## src/rtl/alu_mdu.sv

```systemverilog
// alu_mdu: single-issue integer ALU with an iterative multiply/divide unit.
//
// Ports:
//   clk                 rising-edge clock
//   rst                 synchronous active-high reset
//   in_valid/in_ready   request handshake (in_ready is high only in IDLE)
//   funct3_CONTROL      operation select
//   funct7_bit_CONTROL  alternate op for the base group (SUB, SRA)
//   m_ext               1 = multiply/divide group, 0 = base group
//   op_a, op_b          XLEN-bit operands, captured on accept
//   out_valid/out_ready result handshake
//   op_out              registered result, held until the result handshake
//   busy                high while iterating a multiply or divide
module alu_mdu #(
  parameter int XLEN = 32
) (
  input  logic            clk,
  input  logic            rst,
  input  logic            in_valid,
  output logic            in_ready,
  input  logic [2:0]      funct3_CONTROL,
  input  logic            funct7_bit_CONTROL,
  input  logic            m_ext,
  input  logic [XLEN-1:0] op_a,
  input  logic [XLEN-1:0] op_b,
  output logic            out_valid,
  input  logic            out_ready,
  output logic [XLEN-1:0] op_out,
  output logic            busy
);

  localparam int SHW = $clog2(XLEN);
  localparam logic [XLEN-1:0] ZERO     = {XLEN{1'b0}};
  localparam logic [XLEN-1:0] ALL_ONES = {XLEN{1'b1}};
  localparam logic [XLEN-1:0] MOST_NEG = {1'b1, {(XLEN-1){1'b0}}};

  typedef enum logic [1:0] {
    IDLE = 2'd0,
    MUL  = 2'd1,
    DIV  = 2'd2,
    DONE = 2'd3
  } state_t;

  state_t state_r, state_s;

  logic              accept_s, last_s;
  logic              a_sgn_s, b_sgn_s, a_neg_s, b_neg_s;
  logic              div_zero_s, div_ovf_s, special_s;
  logic [SHW-1:0]    shamt_s;
  logic [XLEN-1:0]   mag_a_s, mag_b_s, base_res_s, special_res_s;

  // Iteration state: acc_r holds {remainder, quotient} for divide and
  // {product high, multiplier/product low} for multiply; opnd_r holds the
  // divisor or the multiplicand magnitude.
  logic [2*XLEN-1:0] acc_r;
  logic [XLEN-1:0]   opnd_r;
  logic [SHW-1:0]    cnt_r;
  logic [2:0]        f3_r;
  logic              neg_r, a_neg_r;

  logic [XLEN:0]     mul_sum_s, div_shift_s, div_trial_s;
  logic              div_ge_s;
  logic [2*XLEN-1:0] mul_nxt_s, div_nxt_s, prod_fix_s;
  logic [XLEN-1:0]   quo_fix_s, rem_fix_s, mul_res_s, div_res_s;

  assign accept_s = in_valid && (state_r == IDLE);
  assign last_s   = (cnt_r == SHW'(XLEN-1));

  // Operand decode: signedness, magnitudes and the single-cycle divide cases.
  always_comb begin
    shamt_s = op_b[SHW-1:0];
    a_sgn_s = 1'b0;
    b_sgn_s = 1'b0;
    case (funct3_CONTROL)
      3'b001, 3'b100, 3'b110: begin
        a_sgn_s = 1'b1;
        b_sgn_s = 1'b1;
      end
      3'b010:  a_sgn_s = 1'b1;
      default: begin
        a_sgn_s = 1'b0;
        b_sgn_s = 1'b0;
      end
    endcase
    a_neg_s = a_sgn_s & op_a[XLEN-1];
    b_neg_s = b_sgn_s & op_b[XLEN-1];
    mag_a_s = a_neg_s ? (ZERO - op_a) : op_a;
    mag_b_s = b_neg_s ? (ZERO - op_b) : op_b;
    div_zero_s = funct3_CONTROL[2] && (op_b == ZERO);
    // Overflow only exists for the signed forms (DIV=100, REM=110).
    div_ovf_s  = funct3_CONTROL[2] && !funct3_CONTROL[0] &&
                 (op_a == MOST_NEG) && (op_b == ALL_ONES);
    special_s  = m_ext && (div_zero_s || div_ovf_s);
    if (div_zero_s) begin
      special_res_s = funct3_CONTROL[1] ? op_a : ALL_ONES;
    end else begin
      special_res_s = funct3_CONTROL[1] ? ZERO : op_a;
    end
  end

  // Base-group result, computed straight from the request inputs.
  always_comb begin
    base_res_s = ZERO;
    case (funct3_CONTROL)
      3'b000:  base_res_s = funct7_bit_CONTROL ? (op_a - op_b) : (op_a + op_b);
      3'b001:  base_res_s = op_a << shamt_s;
      3'b010:  base_res_s = {{(XLEN-1){1'b0}}, ($signed(op_a) < $signed(op_b))};
      3'b011:  base_res_s = {{(XLEN-1){1'b0}}, (op_a < op_b)};
      3'b100:  base_res_s = op_a ^ op_b;
      3'b101:  base_res_s = funct7_bit_CONTROL ? XLEN'($signed(op_a) >>> shamt_s)
                                               : (op_a >> shamt_s);
      3'b110:  base_res_s = op_a | op_b;
      3'b111:  base_res_s = op_a & op_b;
      default: base_res_s = ZERO;
    endcase
  end

  // One shift-add / restoring-subtract step plus the final sign fixups.
  always_comb begin
    mul_sum_s   = {1'b0, acc_r[2*XLEN-1:XLEN]} +
                  (acc_r[0] ? {1'b0, opnd_r} : {(XLEN+1){1'b0}});
    mul_nxt_s   = {mul_sum_s, acc_r[XLEN-1:1]};
    div_shift_s = {acc_r[2*XLEN-1:XLEN], acc_r[XLEN-1]};
    div_trial_s = div_shift_s - {1'b0, opnd_r};
    // Shifted remainder is always < 2*divisor, so bit XLEN is a clean borrow.
    div_ge_s    = ~div_trial_s[XLEN];
    div_nxt_s   = {(div_ge_s ? div_trial_s[XLEN-1:0] : div_shift_s[XLEN-1:0]),
                   acc_r[XLEN-2:0], div_ge_s};
    prod_fix_s  = neg_r ? ({(2*XLEN){1'b0}} - mul_nxt_s) : mul_nxt_s;
    mul_res_s   = (f3_r[1:0] == 2'b00) ? prod_fix_s[XLEN-1:0]
                                       : prod_fix_s[2*XLEN-1:XLEN];
    quo_fix_s   = neg_r ? (ZERO - div_nxt_s[XLEN-1:0]) : div_nxt_s[XLEN-1:0];
    rem_fix_s   = a_neg_r ? (ZERO - div_nxt_s[2*XLEN-1:XLEN])
                          : div_nxt_s[2*XLEN-1:XLEN];
    div_res_s   = f3_r[1] ? rem_fix_s : quo_fix_s;
  end

  // Next-state logic.
  always_comb begin
    state_s = state_r;
    case (state_r)
      IDLE: begin
        if (accept_s) begin
          if (!m_ext || special_s) begin
            state_s = DONE;
          end else begin
            state_s = funct3_CONTROL[2] ? DIV : MUL;
          end
        end else begin
          state_s = IDLE;
        end
      end
      MUL, DIV: begin
        if (last_s) begin
          state_s = DONE;
        end else begin
          state_s = state_r;
        end
      end
      DONE: begin
        if (out_ready) begin
          state_s = IDLE;
        end else begin
          state_s = DONE;
        end
      end
      default: state_s = IDLE;
    endcase
  end

  // State register and registered handshake/status outputs.
  always_ff @(posedge clk) begin
    if (rst) begin
      state_r   <= IDLE;
      in_ready  <= 1'b1;
      out_valid <= 1'b0;
      busy      <= 1'b0;
    end else begin
      state_r   <= state_s;
      in_ready  <= (state_s == IDLE);
      out_valid <= (state_s == DONE);
      busy      <= (state_s == MUL) || (state_s == DIV);
    end
  end

  // Datapath: capture on accept, iterate, write the result register.
  always_ff @(posedge clk) begin
    if (rst) begin
      op_out  <= ZERO;
      acc_r   <= {(2*XLEN){1'b0}};
      opnd_r  <= ZERO;
      cnt_r   <= {SHW{1'b0}};
      f3_r    <= 3'b000;
      neg_r   <= 1'b0;
      a_neg_r <= 1'b0;
    end else begin
      case (state_r)
        IDLE: begin
          if (accept_s) begin
            f3_r    <= funct3_CONTROL;
            neg_r   <= a_neg_s ^ b_neg_s;
            a_neg_r <= a_neg_s;
            cnt_r   <= {SHW{1'b0}};
            if (!m_ext) begin
              op_out <= base_res_s;
            end else if (special_s) begin
              op_out <= special_res_s;
            end else begin
              acc_r  <= {ZERO, (funct3_CONTROL[2] ? mag_a_s : mag_b_s)};
              opnd_r <= funct3_CONTROL[2] ? mag_b_s : mag_a_s;
            end
          end
        end
        MUL: begin
          acc_r <= mul_nxt_s;
          cnt_r <= cnt_r + SHW'(1);
          if (last_s) begin
            op_out <= mul_res_s;
          end
        end
        DIV: begin
          acc_r <= div_nxt_s;
          cnt_r <= cnt_r + SHW'(1);
          if (last_s) begin
            op_out <= div_res_s;
          end
        end
        default: begin
          op_out <= op_out;
        end
      endcase
    end
  end

endmodule

```

## config.mk

```make
export PLATFORM = sky130hd
export DESIGN_NAME = alu_mdu
export DESIGN_NICKNAME = d
export VERILOG_FILES = /design/src/rtl/alu_mdu.sv
export SDC_FILE = /design/constraint.sdc
export NUM_CORES = 1
export LEC_CHECK = 0
export CAP_MARGIN = 15
export CORE_MARGIN = 2
export CORE_UTILIZATION = 40
export DETAILED_ROUTE_END_ITERATION = 12
export PLACE_DENSITY_LB_ADDON = 0.25
export SLEW_MARGIN = 30
export SYNTH_ARGS = -nofsm -noshare
export SYNTH_HDL_FRONTEND = slang
export SYNTH_SLANG_ARGS = --single-unit
```

## constraint.sdc

```tcl
create_clock -name clk -period 6.43 [get_ports clk]
set_clock_uncertainty 0.05 [all_clocks]
set_input_delay 0.9645 -clock clk [delete_from_list [all_inputs] [get_ports clk]]
set_output_delay 0.9645 -clock clk [all_outputs]
set_load 0.05 [all_outputs]
```

# --- Word-level counts from Yosys, hierarchy flattened ---
# Index checks and enable logic that the tools add are counted.
classes:
  order_cmp: 2
  add_sub_neg: 10
  eq_ne: 22
  shift: 3
  reduce_logical: 26
  bitwise: 8
  muxes: 37
ops:
  columns: ["operator", "count"]
  rows:
  - ["$mux W32", 20]
  - ["$mux W64", 4]
  - ["$pmux W32 S8", 1]
  - ["$pmux W64 S3", 1]
  - ["$sub A1 B32 Y32 const A", 4]
  - ["$pmux W32 S3", 1]
  - ["$eq A32 B32 Y1 const B", 2]
  - ["$lt A32 B32 Y1", 2]
  - ["$sub A1 B64 Y64 const A", 1]
  - ["$add A32 B32 Y33", 1]
  - ["$sub A33 B32 Y33", 1]
  - ["$add A32 B32 Y32", 1]
  - ["$and A32 B32 Y32", 1]
  - ["$logic_not A32 Y1", 1]
  - ["$or A32 B32 Y32", 1]
  - ["$shl A32 B5 Y32", 1]
  - ["$shr A32 B5 Y32", 1]
  - ["$sshr A32 B5 Y32", 1]
  - ["$sub A32 B32 Y32", 1]
  - ["$xor A32 B32 Y32", 1]
  - ["$eq A3 B3 Y1 const B", 4]
  - ["$mux W2", 5]
  - ["$ne A2 B2 Y1 const B", 5]
  - ["$pmux W5 S2", 1]
  - ["other kinds (26)", 46]
word_totals:
  out_inout_bits: 35
  regBits: 142
  input_bits: 73

# --- Depth between registers and ports, before layout ---
logic_depth:
  ltp_word: 12
  mapped_depth: 25
  ltp_nobuf: 21

# --- Worst setup path before layout ---
# OpenSTA, ideal clock, no wires.
synth_timing:
  path_kind: "flip-flop to flip-flop"
  from: "register acc_r[31]"
  to: "register op_out[26]"
  path_slack_ns: 1.226
  setup_time_ns: 0.120
  path_buffers: 3
  t_arrival_ns: 5.034
  stages_incl_launch_ff: 25
  path_cell_list: "dfxtp_1 -> inv_1 -> ha_1 -> inv_1 -> fa_1 -> a211oi_1 -> o21ai_1 -> a21oi_1 -> o32ai_1 -> o21ba_2 -> nor3_1 -> buf_2 -> buf_1 -> buf_2 -> mux2i_1 -> inv_1 -> ha_1 -> nand3b_1 -> or4_1 -> nor2_1 -> nand2_1 -> o221a_1 -> a21o_1 -> a221o_1 -> o31a_1"
synth_via:
  elab_chain_len: 7
  word_cells_on_any_way: 14
synth_rtl:
  columns: ["element", "line_no", "rtl"]
  rows:
  - ["start: declaration", "55", "logic [2*XLEN-1:0] acc_r;"]
  - ["start signal: assignment", "190", "acc_r <= {(2*XLEN){1'b0}};"]
  - ["start signal: assignment", "209", "acc_r <= {ZERO, (funct3_CONTROL[2] ? mag_a_s : mag_b_s)};"]
  - ["start signal: assignment", "215", "acc_r <= mul_nxt_s;"]
  - ["$sub A33 B32 Y33", "124", "div_trial_s = div_shift_s - {1'b0, opnd_r};"]
  - ["$mux W32 or $not A1 Y1 (tied branches)", "127, 126", null]
  - ["$sub A1 B32 Y32 (on tied branches)", "133, 132", null]
  - ["$mux W32 (on tied branches)", "133, 132", null]
  - ["$mux W32", "135", "div_res_s = f3_r[1] ? rem_fix_s : quo_fix_s;"]
  - ["$mux W32", "224", "if (last_s) begin"]
  - ["$pmux W32 S3 (*)", "197", "case (state_r)"]
  - ["end signal: assignment", "205", "op_out <= base_res_s;"]
  - ["end signal: assignment", "225", "op_out <= div_res_s;"]
  - ["end signal: assignment", "229", "op_out <= op_out;"]
  - ["end: declaration", "28", "output logic [XLEN-1:0] op_out,"]
# Mark *: on every way between the ends. The rest lies on a longest branch, timed or not. The select of a mux whose other input is x is not followed.
# A chain may end at the register's enable or synchronous reset.

# --- Worst setup path after layout ---
# Same ends and word-level chain as after synthesis.

==> reports/metrics.csv <==
stage,metric,value,unit
outcome,status,"finished, final reports clean",
min_path,hold path cells,2,
worst_setup_path,CP peak stage delay,0.48,ns
finish,final instance area,28800,um2
timing,Worst-Margin Slew,1.09,ns
floorplanning,Die Height,262,um
route,DRC,0,
clocking,clock sinks,142,
clocking,H-tree Lvls,4,
timing,final hold violations,0,
pwr,VDD IR max,0.191,mV
logic_synthesis,number of synthesized flops with an enable pin,0,
logic_synthesis,YS warnings,0,
finish,nets@finish,4007,
floorplanning,Rows,94,
timing,"Slew Viols, Final",0,
logic_synthesis,Mean Syn Cell Area,6.90,um2
timing,setup_tns,0,ns
worst_setup_path,Reg2Reg Depth,22,
grt,Global Route Usage Sum,35.6,%
clocking,TritonCTS Buffers,17,
worst_setup_path,Worst EP required,6.73,ns
timing,final setup fails,0,
floorplanning,core region area,66000,um2
worst_setup_path,flop2flop setup slack,0.49,ns
finish,Layout area overhead,7.69,%
logic_synthesis,post-synthesis cell area,26700,um2
placed_design,placed cell area,28200,um2
pwr,Comb pwr share,58.2,%
clocking,clock insertion delay at the later pin of the skew report,0.46,ns
timing,PnR worst setup slack,0.488,ns
worst_setup_path,Crit Path Class,reg2reg,
grt,initial antenna violation count,4,
pwr,Seq pwr share,21.2,%
logic_synthesis,"Seq/Total Area, Yosys",10.6,%
clocking,CTS Buffer Depth,2,
timing,RSZ-0062 raised after global routing,false,
pwr,Net Sw Power,2.57,mW
worst_setup_path,reg2reg start,acc_r[31]$_SDFFE_PP0P_,
pwr,Lkg Pwr,11.1,nW
min_path,Min-Delay Path Class,reg2reg,
timing,Tcrit/Tclk final,92.4,%
logic_synthesis,Synth Instances,3870,
logic_synthesis,Main synth FF type,dfxtp_1,
floorplanning,starting density of the core,40.5,%
route,DRT iter0 DRCs,5183,
logic_synthesis,Synth cell types,120,
timing,worst rel slew slack,26.6,%
clocking,hold buffers post-CTS,0,
logic_synthesis,Synth Net Count,4123,
placed_design,hpwl dp,97.8,mm
clocking,"Setup Fix Bufs, Post-CTS",0,
worst_setup_path,FF-to-FF End,op_out[26]$_SDFFE_PP0P_,
timing,minimum clock period,5.94,ns
route,final wirelength,128,mm
pwr,Pint,2.41,mW
route,Routed Antenna Nets,0,
clocking,CTS tree,yes,
finish,"commonest non-fill, non-tap cell in the layout",nor2_1,
finish,"commonest cells after routing, fill and taps aside","453 x nor2_1, 367 x nand2_1, 330 x a21oi_1, 294 x o21ai_0, 174 x ha_1",
floorplanning,Ports,108,
grt,global-route wire length before repair,190,mm
clocking,root cell of the clock tree,clkbuf_16,
grt,global route overflow,0,
worst_setup_path,"Slowest-stage cell, CP",fa_1,
grt,number of global-route vias before repair,28996,
timing,Max Clk Rate,0.168,GHz
pwr,Sw Share,51.6,%
logic_synthesis,Synth async-reset ratio,0,%
floorplanning,Chip Width,262,um
worst_setup_path,startpoint types,flip-flop,
route,vias per cell,6.89,
pwr,clock power share,20.6,%
placed_design,Placer Congestion,1.08,
route,Vias,31910,
worst_setup_path,crit-path cells,"inv_1, ha_1, inv_1, fa_1, a211oi_1, o21ai_1, a21oi_1, o32ai_1, buf_4, o21ba_2, nor3_2, mux2_2, inv_1, ha_1, nand3b_1, or4_1, nor2_1, nand2_1, o221a_1, a21o_1, a221o_1, o31a_1",
route,WL per Instance,27.7,um
run,max cap viols,0,
route,drt first pass iters,6,
worst_setup_path,CP dominant cell by count,inv_1,
worst_setup_path,CP Capture Type,flip-flop,
worst_setup_path,Critical Path Fanout Max,11,
finish,layout cell share with drive strength beyond 1,8.23,%
worst_setup_path,Critical Path AT,6.24,ns
clocking,post_cts resized,0,
placed_design,worst slack at placement,0.592,ns
placed_design,IO buf count,107,
min_path,Worst Hold Launch,opnd_r[1]$_SDFFE_PP0P_,
pwr,Power Dens Cells,173,nW/um2
worst_setup_path,CP startpoint,acc_r[31]$_SDFFE_PP0P_,
floorplanning,full die area,68800,um2
clocking,Clock Pin Slew Worst Setup and Hold Paths,0.07,ns
logic_synthesis,Yosys reg bits,142,
min_path,hold endpoint,opnd_r[1]$_SDFFE_PP0P_,
grt,pin count of the biggest net entering global routing,104,
## critical path, delay by kind of cell (launching register included)
family | cells | cell delay (ns)
AOI/OAI and AO/OA | 9 | 2.31
buffers and inverters | 4 | 0.51
muxes | 1 | 0.41
adders and majority gates | 3 | 0.86
DFF | 1 | 0.39
and+or+nand+nor | 5 | 1.31
## cell usage after synthesis, drive strengths merged (20+ instances only)
cell	number	area [um2]
buf	44	209
mux4	58	1310
mux2	20	225
a21oi	330	1650
nand2	369	1390
and2	24	154
nand2b	34	220
a22o	49	429
inv	164	616
ha	176	2200
dfxtp	142	2840
and3	28	176
nor3	75	408
nand4	45	294
a211oi	92	701
or3	34	223
a221oi	34	304
a22oi	67	503
nor2	459	1730
nor4	30	221
clkbuf	296	1240
a31oi	54	338
a211o	22	193
o21a	30	225
o211ai	53	403
o21ai	312	1560
o31ai	39	293
xnor2	139	1220
xor2	55	482
a21o	52	390
o22ai	34	226
nand3	80	400
mux2i	66	661
or4	23	188
## power by group through the flow
stage / Clock (mW) / Sequential, mW / Combinational [mW]
6_report: 1.02 / 1.06 / 2.90
5_1_grt: 1.05 / 1.06 / 3.04
4_1_cts: 1.03 / 1.05 / 2.78
3_5_place_dp: 0 / 1.07 / 2.76
3_3_place_gp: 0 / 1.07 / 2.76
2_1_floorplan: 0 / 1.08 / 1.82
## per-layer routing
| layer | routed length [um] | share of wire, % | GRT usage, % | vias up |
|---|---|---|---|---|
| met2 | 55600 | 43 | 55.6 | 2251 |
| met5 | 14 | 0.011 | 0 | - |
| li1 | - | - | - | 14183 |
| met3 | 14000 | 11 | 6.37 | 477 |
| met4 | 8470 | 6.6 | 20.3 | 2 |
| met1 | 50400 | 39 | 46.2 | 14997 |
## per-stage QoR
stage                     util (%)  instances  hold WS, ns  total power [mW]
after detailed placement      42.7       4599        0.396              3.83
after floorplan                  -       3870        0.382              2.90
final                         43.6       4634        0.402              4.98
after CTS                     43.6       4631        0.405              4.85
after global routing          43.6       4632        0.421              5.15
after global placement        42.7       4599        0.392              3.83
## registers in the layout, indices dropped and copies added, names as in the netlist
signal,count
in_ready,1
opnd_r,32
neg_r,1
op_out,32
cnt_r,5
acc_r,64
a_neg_r,1
out_valid,1
f3_r,2
state_r,2
busy,1
## cell type report
class,count,area [um2]
multi-input cells,3218,21800
flip-flops and latches,142,2840
fillers,6867,37200
repair buffers,205,1780
clock buffers,17,425
diodes,3,7.51
well taps,864,1080
inverters,170,638
clock inverters,15,146
## kinds of logic (layout without fill, tap and decap cells)
group / after synthesis / in the layout / synth area share [%]
AOI/OAI and AO/OA: 1401 / 1401 / 35.1
xor gates and xnor gates: 194 / 194 / 6.39
adders and majority gates: 194 / 194 / 9.07
buffers and inverters: 510 / 407 / 7.80
DFF: 142 / 142 / 10.6
muxes: 144 / 144 / 8.21
other: 0 / 3 / 0
and+or+nand+nor: 1285 / 1285 / 22.8
## worst max path at each step
stage                                         end  slack [ns]
after floorplan           op_out[26]$_SDFFE_PP0P_        1.23
after global placement    op_out[26]$_SDFFE_PP0P_        0.70
after detailed placement  op_out[26]$_SDFFE_PP0P_        0.59
after CTS                 op_out[26]$_SDFFE_PP0P_        0.55
after global routing      op_out[26]$_SDFFE_PP0P_        0.22
final                     op_out[26]$_SDFFE_PP0P_        0.49
Power figures use the tool's default switching activity.
